**src/rtl/l2_pmem_adapter.sv**
```systemverilog
// l2_pmem_adapter
//
// Memory-side responder for the L2 physical-memory port. Each accepted
// 256-bit line read or write is turned into one 4-beat, 64-bit burst on the
// burst memory interface. Every accepted request gets a single-cycle pmem_resp.
//
// Ports
//   clk, rst          clock, synchronous active-low reset
//   pmem_read/write   line request, held by the requester until pmem_resp
//   pmem_address      line address, bits [4:0] ignored
//   pmem_wdata        write line, captured when the request is accepted
//   pmem_rdata        read line, valid while pmem_resp=1, held until the next
//                     read's first beat
//   pmem_resp         one-cycle completion pulse
//   mem_read/write    burst request towards memory
//   mem_address       line-aligned burst address
//   mem_burst_o       current write beat
//   mem_burst_i       read beat, valid with mem_resp
//   mem_resp          beat strobe, four per burst
//   rd_count/wr_count completed transaction counters
//
// Optional feature: define L2_ADAPTER_STATS_EN to build the completion
// counters. Without it, rd_count/wr_count are tied to zero.
//
// state    | meaning
// ---------+-------------------------------------------------------------
// IDLE     | waiting for a request; write wins when both are high
// RD_BURST | mem_read high, collecting four beats into pmem_rdata
// WR_BURST | mem_write high, presenting wbuf one beat at a time
// DONE     | pmem_resp pulse, back to IDLE unconditionally

module l2_pmem_adapter (
    input  logic         clk,
    input  logic         rst,
    input  logic         pmem_read,
    input  logic         pmem_write,
    input  logic [31:0]  pmem_address,
    input  logic [255:0] pmem_wdata,
    output logic [255:0] pmem_rdata,
    output logic         pmem_resp,
    output logic         mem_read,
    output logic         mem_write,
    output logic [31:0]  mem_address,
    output logic [63:0]  mem_burst_o,
    input  logic [63:0]  mem_burst_i,
    input  logic         mem_resp,
    output logic [31:0]  rd_count,
    output logic [31:0]  wr_count
);

    typedef enum logic [1:0] {
        IDLE     = 2'd0,
        RD_BURST = 2'd1,
        WR_BURST = 2'd2,
        DONE     = 2'd3
    } state_t;

    state_t         state;
    state_t         state_next;
    logic [1:0]     beat;
    logic [26:0]    addr_q;
    logic [255:0]   wbuf;
    logic [255:0]   rdata_q;
    logic [7:0]     beat_lsb;

    // Offset-within-line bits are deliberately dropped: bursts are line aligned.
    logic           unused_addr_bits;
    assign unused_addr_bits = ^pmem_address[4:0];

    assign beat_lsb = {beat, 6'b0};

    // State register
    always_ff @(posedge clk) begin
        if (!rst) begin
            state <= IDLE;
        end else begin
            state <= state_next;
        end
    end

    // Next-state logic
    always_comb begin
        state_next = state;
        case (state)
            IDLE: begin
                if (pmem_write) begin
                    state_next = WR_BURST;
                end else if (pmem_read) begin
                    state_next = RD_BURST;
                end
            end
            RD_BURST: begin
                if (mem_resp && (beat == 2'd3)) begin
                    state_next = DONE;
                end
            end
            WR_BURST: begin
                if (mem_resp && (beat == 2'd3)) begin
                    state_next = DONE;
                end
            end
            DONE: begin
                state_next = IDLE;
            end
            default: begin
                state_next = IDLE;
            end
        endcase
    end

    // Datapath registers. mem_resp outside a burst state falls through the
    // default arm and changes nothing.
    always_ff @(posedge clk) begin
        if (!rst) begin
            beat    <= 2'd0;
            addr_q  <= '0;
            wbuf    <= '0;
            rdata_q <= '0;
        end else begin
            case (state)
                IDLE: begin
                    if (pmem_write) begin
                        addr_q <= pmem_address[31:5];
                        wbuf   <= pmem_wdata;
                        beat   <= 2'd0;
                    end else if (pmem_read) begin
                        addr_q <= pmem_address[31:5];
                        beat   <= 2'd0;
                    end
                end
                RD_BURST: begin
                    if (mem_resp) begin
                        rdata_q[beat_lsb +: 64] <= mem_burst_i;
                        beat                    <= beat + 2'd1;
                    end
                end
                WR_BURST: begin
                    if (mem_resp) begin
                        beat <= beat + 2'd1;
                    end
                end
                default: begin
                end
            endcase
        end
    end

    // Outputs decoded from registered state only
    always_comb begin
        mem_read    = 1'b0;
        mem_write   = 1'b0;
        pmem_resp   = 1'b0;
        mem_burst_o = '0;
        case (state)
            RD_BURST: mem_read = 1'b1;
            WR_BURST: begin
                mem_write   = 1'b1;
                mem_burst_o = wbuf[beat_lsb +: 64];
            end
            DONE:     pmem_resp = 1'b1;
            default: begin
            end
        endcase
    end

    assign mem_address = {addr_q, 5'b0};
    assign pmem_rdata  = rdata_q;

`ifdef L2_ADAPTER_STATS_EN
    // Remembers which kind of burst is in flight so DONE knows which counter to bump.
    logic           op_is_write;
    logic [31:0]    rd_count_q;
    logic [31:0]    wr_count_q;

    always_ff @(posedge clk) begin
        if (!rst) begin
            op_is_write <= 1'b0;
            rd_count_q  <= '0;
            wr_count_q  <= '0;
        end else begin
            if (state == IDLE) begin
                if (pmem_write) begin
                    op_is_write <= 1'b1;
                end else if (pmem_read) begin
                    op_is_write <= 1'b0;
                end
            end
            if (state == DONE) begin
                if (op_is_write) begin
                    wr_count_q <= wr_count_q + 32'd1;
                end else begin
                    rd_count_q <= rd_count_q + 32'd1;
                end
            end
        end
    end

    assign rd_count = rd_count_q;
    assign wr_count = wr_count_q;
`else
    assign rd_count = '0;
    assign wr_count = '0;
`endif

endmodule

```
**config.mk**
```make
export PLATFORM = sky130hd
export DESIGN_NAME = l2_pmem_adapter
export DESIGN_NICKNAME = d
export VERILOG_FILES = /design/src/rtl/l2_pmem_adapter.sv
export SDC_FILE = /design/constraint.sdc
export NUM_CORES = 1
export LEC_CHECK = 0
export ABC_AREA = 1
export CAP_MARGIN = 20
export CORE_AREA = 5 5 302 304
export CTS_CLUSTER_DIAMETER = 40
export DETAILED_ROUTE_END_ITERATION = 16
export DIE_AREA = 0 0 307 309
export HOLD_SLACK_MARGIN = 0.1
export PLACE_DENSITY = 0.5
export SYNTH_ARGS = -nofsm -noshare
export SYNTH_HDL_FRONTEND = slang
export SYNTH_SLANG_ARGS = --single-unit
```
**constraint.sdc**
```tcl
create_clock -name clk -period 2.1 [get_ports clk]
set_input_delay 0.315 -clock clk [delete_from_list [all_inputs] [get_ports clk]]
set_output_delay 0.315 -clock clk [all_outputs]
set_load 0.05 [all_outputs]
```
Yosys cells after proc, flatten, opt, wreduce, memory -nomap -nowiden
Cells that the tools add are included.
{"block": "totals", "rom_bits": 0, "register_bits": 543, "ramBits": 0, "latchBits": 0, "mem_count": 0, "elab_cells": 42, "input_bits": 357}
{"block": "op_classes", "addsub": 2, "n_reduce_logical": 10, "eq_ne": 7, "div": 0, "n_mul": 0, "n_shift": 3, "n_mux": 15, "n_lt_le_gt_ge": 0, "bitwise_logic": 0}
{"op": "$bwmux W256", "n": 1}
{"op": "$shift A64 B10 Y256 const A", "n": 1}
{"op": "$shiftx A256 B9 Y64", "n": 1}
{"op": "$shiftx A64 B10 Y256", "n": 1}
{"op": "$mux W64", "n": 1}
{"op": "$mux W27", "n": 2}
{"op": "$mux W2", "n": 6}
{"op": "$neg A8 Y10", "n": 1}
{"op": "$reduce_and A2 Y1", "n": 4}
{"op": "$eq A2 B2 Y1 const B", "n": 3}
{"op": "$pmux W2 S3", "n": 1}
{"op": "$ne A2 B1 Y1 const B", "n": 2}
{"op": "$pmux W2 S2", "n": 1}
{"op": "$reduce_bool A2 Y1", "n": 2}
{"op": "$mux W1", "n": 3}
{"op": "$ne A3 B3 Y1 const B", "n": 1}
{"op": "$reduce_and A3 Y1", "n": 1}
{"op": "$add A2 B1 Y2 const B", "n": 1}
{"op": "$eq A2 B1 Y1 const B", "n": 1}
{"op": "$logic_not A2 Y1", "n": 1}
{"op": "$reduce_or A2 Y1", "n": 1}
{"op": "$logic_and A1 B1 Y1", "n": 1}

Longest topological paths before layout
{"block": "depth", "word_depth": 4, "depth_mapped": 12}

Worst setup path before layout
Ideal clock, no wire load.
{"block": "synth_path", "path_type": "reg2out", "startpoint": "register state[0]", "endpoint": "output mem_burst_o[10]", "required_time_ns": 1.785, "arrival_time_ns": 2.061, "path_buffers": 1, "path_stages_with_launch": 6, "path_slack_ns": -0.276, "cell_sequence": "dfxtp_1 inv_1 ha_1 inv_2 clkbuf_1 a21oi_1"}
{"block": "synth_via", "elab_chain_cells": 2}
{"element": "start: declaration", "line_no": "58", "text": "state_t state;"}
{"element": "start signal: assignment", "line_no": "77", "text": "state <= state_next;"}
{"element": "$eq A2 B2 Y1", "line_no": "154", "text": "case (state)"}
{"element": "$mux W64", "line_no": "154"}
{"element": "end: declaration", "line_no": "44", "text": "output logic [63:0] mem_burst_o,"}
Every way passes these cells.

Final worst setup path
{"block": "layout_path", "startpoint": "register beat[0]", "endpoint": "output mem_burst_o[11]"}
{"block": "layout_via", "elab_chain_cells": 2}
{"element": "start: declaration", "line_no": "60", "text": "logic [1:0] beat;"}
{"element": "start signal: assignment", "line_no": "134", "text": "beat <= beat + 2'd1;"}
{"element": "start signal: assignment", "line_no": "139", "text": "beat <= beat + 2'd1;"}
{"element": "$shiftx A256 B9 Y64", "line_no": "158", "text": "mem_burst_o = wbuf[beat_lsb +: 64];"}
{"element": "$mux W64", "line_no": "154"}
Every way passes these cells.

==> flow_summary.yaml <==
power_and_ir_drop:
  pwr-share-comb: 0.393
  powerDensity_mw_per_mm2: 1360
  clockPowerShare: 0.345
  power.leakage_uw: 0.0157
  peakVddDrop_mv: 0.757
  intPower_uw: 31400
  p_sw_frac: 0.382
  pwr-share-seq: 0.262
  switchingPower_uw: 19400
setup_path:
  cp.depth: 10
  crit_chain: "buf_4, buf_6, buf_16, nor2_1, nor2_1, o21ai_0, buf_4, a21oi_2, buf_4, buf_12"
  cp.required_ps: 1780
  reg2regPathDepth: 9
  worstSetupPathType: "register to primary output"
  worstPathMaxFanout: 10
  cp-end-kind: "primary output"
  crit_arrival_ps: 2170
  critPathMostFrequentCell: "buf_4"
  max_stage_delay_ps: 410
  path_delay_family: "buffers and inverters"
  worstSetupStartpointType: "register"
  critPathBufInv: 6
  crit_slowest_cell: "dfxtp_4"
logic_synthesis:
  ys_top_cells_by_count: "nor2_1, dfxtp_1, nand2_1, o21ai_0, a21oi_1"
  synth_edf_count: 0
  yosys.area_share.simple: 0.244
  synth.avg_cell_area_um2: 7.02
  synth-async-reset-ratio: 0
  yosys_warnings: 0
  seq_area_frac_synth: 0.476
  synth_compound_area_frac: 0.177
  synth_top_area_cell: "dfxtp_1"
  synth_cell_types: 19
  synth_area_mm2: 0.0228
  ys_seq_elements: 543
  synth_top_family_by_area: "simple AND/OR/NAND/NOR gates"
  synth_top_area_frac: 0.476
  synth_cells: 3252
  muxShareOfSynthArea: 0
  synth_xor_area_frac: 0
  synthTopCellsByArea: "dfxtp_1, nor2_1, nand2_1"
  yosys_most_used_dff: "dfxtp_1"
  synthAdderAreaFrac: 0.00548
  yosysMostFrequentCell: "nor2_1"
global_routing:
  grt_pass1_vias: 22800
  grtUsageTotal: 0.198
  antenna_found_initial: 16
  grt_pass1_wl_mm: 146
  overflow: 0
  grt_max_degree: 122
floorplan:
  pin_count: 776
  die-area_mm2: 0.0949
  die_x_um: 307
  die_h_um: 309
  core-area_mm2: 0.0880
  num_rows: 109
  initial_core_util: 0.259
sta:
  setup_viol: 64
  period_minus_slack_ps: 2490
  fin_ws_ps: -387
  drv_slew: 0
  rsz0062_at_grt: "true"
  finClkSkew_ps: 33.4
  period_share: 1.18
  worst_slew_pin_slew_ps: 663
  relSlewSlack: 0.558
  fmax_ghz: 0.402
  final-hold-violation-count: 0
  finalSetupTns_ps: -18630
final_layout:
  fin_nets: 4352
  utilization: 0.424
  multi_input_area_mm2: 0.0107
  drive_gt1_frac: 0.156
  area_growth_pct: 63.7
  seqCellArea_mm2: 0.0109
  fillers: 9215
cts:
  ctsHtreeMaxLevel: 3
  cts_num_sinks: 543
  root_buffer: "clkbuf_16"
  clkTransAtPathRegs_ps: 60
  cts_buffer_depth: 3
  cts_made_buffers: 105
  worstSkewPairLatency_ps: 660
  cts_tree: "built"
place:
  gp_congestion: 0.816
  io_buffers: 701
  dp_hpwl_mm: 68.8
hold_path:
  hold_depth: 3
  min_path_type: "input port to register"
status:
  status: "finished with violations"
  violations: "setup timing"
routing:
  viasPerCell: 4.55
  first_iter_violations: 1501
  first_pass_iters: 5
  wirelength_mm: 102
  num_vias: 23900
  postRouteAntennaNets: 0
  routedWlPerCell_um: 19.5
  drc: 0
flow_run:
  maxCapViolCount: 0
flip-flops by register name, summed over array words and instances (netlist names):
signal and count:
pmem_rdata 256, wbuf 256, addr_q 27, beat 2
state 2
layout make-up:
| class | instances | share of cell area |
|---|---|---|
| Antenna cell | 6 | 0.000402 |
| Clock buffer | 134 | 0.0789 |
| Clock inverter | 64 | 0.0215 |
| Inverter | 146 | 0.0154 |
| Multi-Input combinational cell | 2310 | 0.288 |
| Sequential cell | 543 | 0.291 |
| Tap cell | 1165 | 0.0390 |
| Timing Repair Buffer | 879 | 0.266 |
tightest hold or removal path, stage by stage:
cell,delay [ps]
clkdlybuf4s50_1,420
nand3_1,90
a21oi_1,60
power by group through the flow:
| stage | clock network (uW) | registers (uW) | logic (uW) |
|---|---|---|---|
| final | 17500 | 13300 | 19900 |
| after floorplan | 0 | 14900 | 8830 |
| after detailed placement | 0 | 13400 | 17400 |
| after global routing | 18400 | 13500 | 21600 |
| after CTS | 17900 | 13200 | 19000 |
| after global placement | 0 | 13300 | 17300 |
metrics by stage:
| step | power (uW) | hold WS [ps] | setup slack (ps) | cell area [um^2] | instances |
|---|---|---|---|---|---|
| global placement | 30700 | 438 | -40.2 | 31900 | 4978 |
| finish | 50700 | 271 | -387 | 37300 | 5247 |
| floorplan | 23700 | 429 | -276 | 23100 | 3320 |
| global route | 53500 | 258 | -513 | 37300 | 5244 |
| detailed placement | 30800 | 444 | -30.5 | 31900 | 4978 |
| CTS | 50200 | 217 | -468 | 36500 | 5213 |
layout by cell type (no fill, tap or decap), drive strengths merged:
cell type      Yosys  final
nor2             770    770
dfxtp            543    543
nand2            525    525
o21ai            418    418
a21oi            386    386
clkdlybuf4s50      0    350
dlygate4sd2        0    265
buf              196    247
inv              146    149
clkbuf           125    148
nand3            132    132
conb               1     69
clkinv             0     39
bufinv             0     13
ha                10     10
clkinvlp           0      9
diode              0      6
bufbuf             0      2
dlygate4sd3        0      1
logic make-up (layout without fill, tap and decap cells):
logic type,Yosys count,count (layout)
adders and majority gates,10,10
and+or+nand+nor,1427,1427
AOI/OAI and AO/OA,804,804
buffers and inverters,467,1223
DFF,543,543
other,1,75
layer usage:
metal,track usage,vias up,routed length (um)
li1,-,11900,-
met1,0.248,11000,43100
met2,0.332,796,48500
met3,0.0622,136,8310
met4,0.0522,18,2220
met5,0,-,134
path summary, 6_finish.rpt:
kind                                        startpoint                            to  slack (ps)
worst min register to register  wbuf[115]$_SDFFE_PN0P_        wbuf[115]$_SDFFE_PN0P_         450
worst max register to register    beat[0]$_SDFFE_PN0P_  pmem_rdata[184]$_SDFFE_PN0P_          50
worst min-delay path                   mem_burst_i[43]   pmem_rdata[43]$_SDFFE_PN0P_         270
worst max-delay path              beat[0]$_SDFFE_PN0P_               mem_burst_o[11]        -390
repair_timing:
item / in CTS / in global routing
hold buffers: 1 / 0
setup endpoints to repair: 330 / 155
pin swaps: 54 / 73
hold endpoints to repair: 30 / 0
resized for setup: 433 / 159
setup buffers: 25 / 23
gates cloned: 12 / 10
No activity file was read; power rests on OpenSTA's default activity.
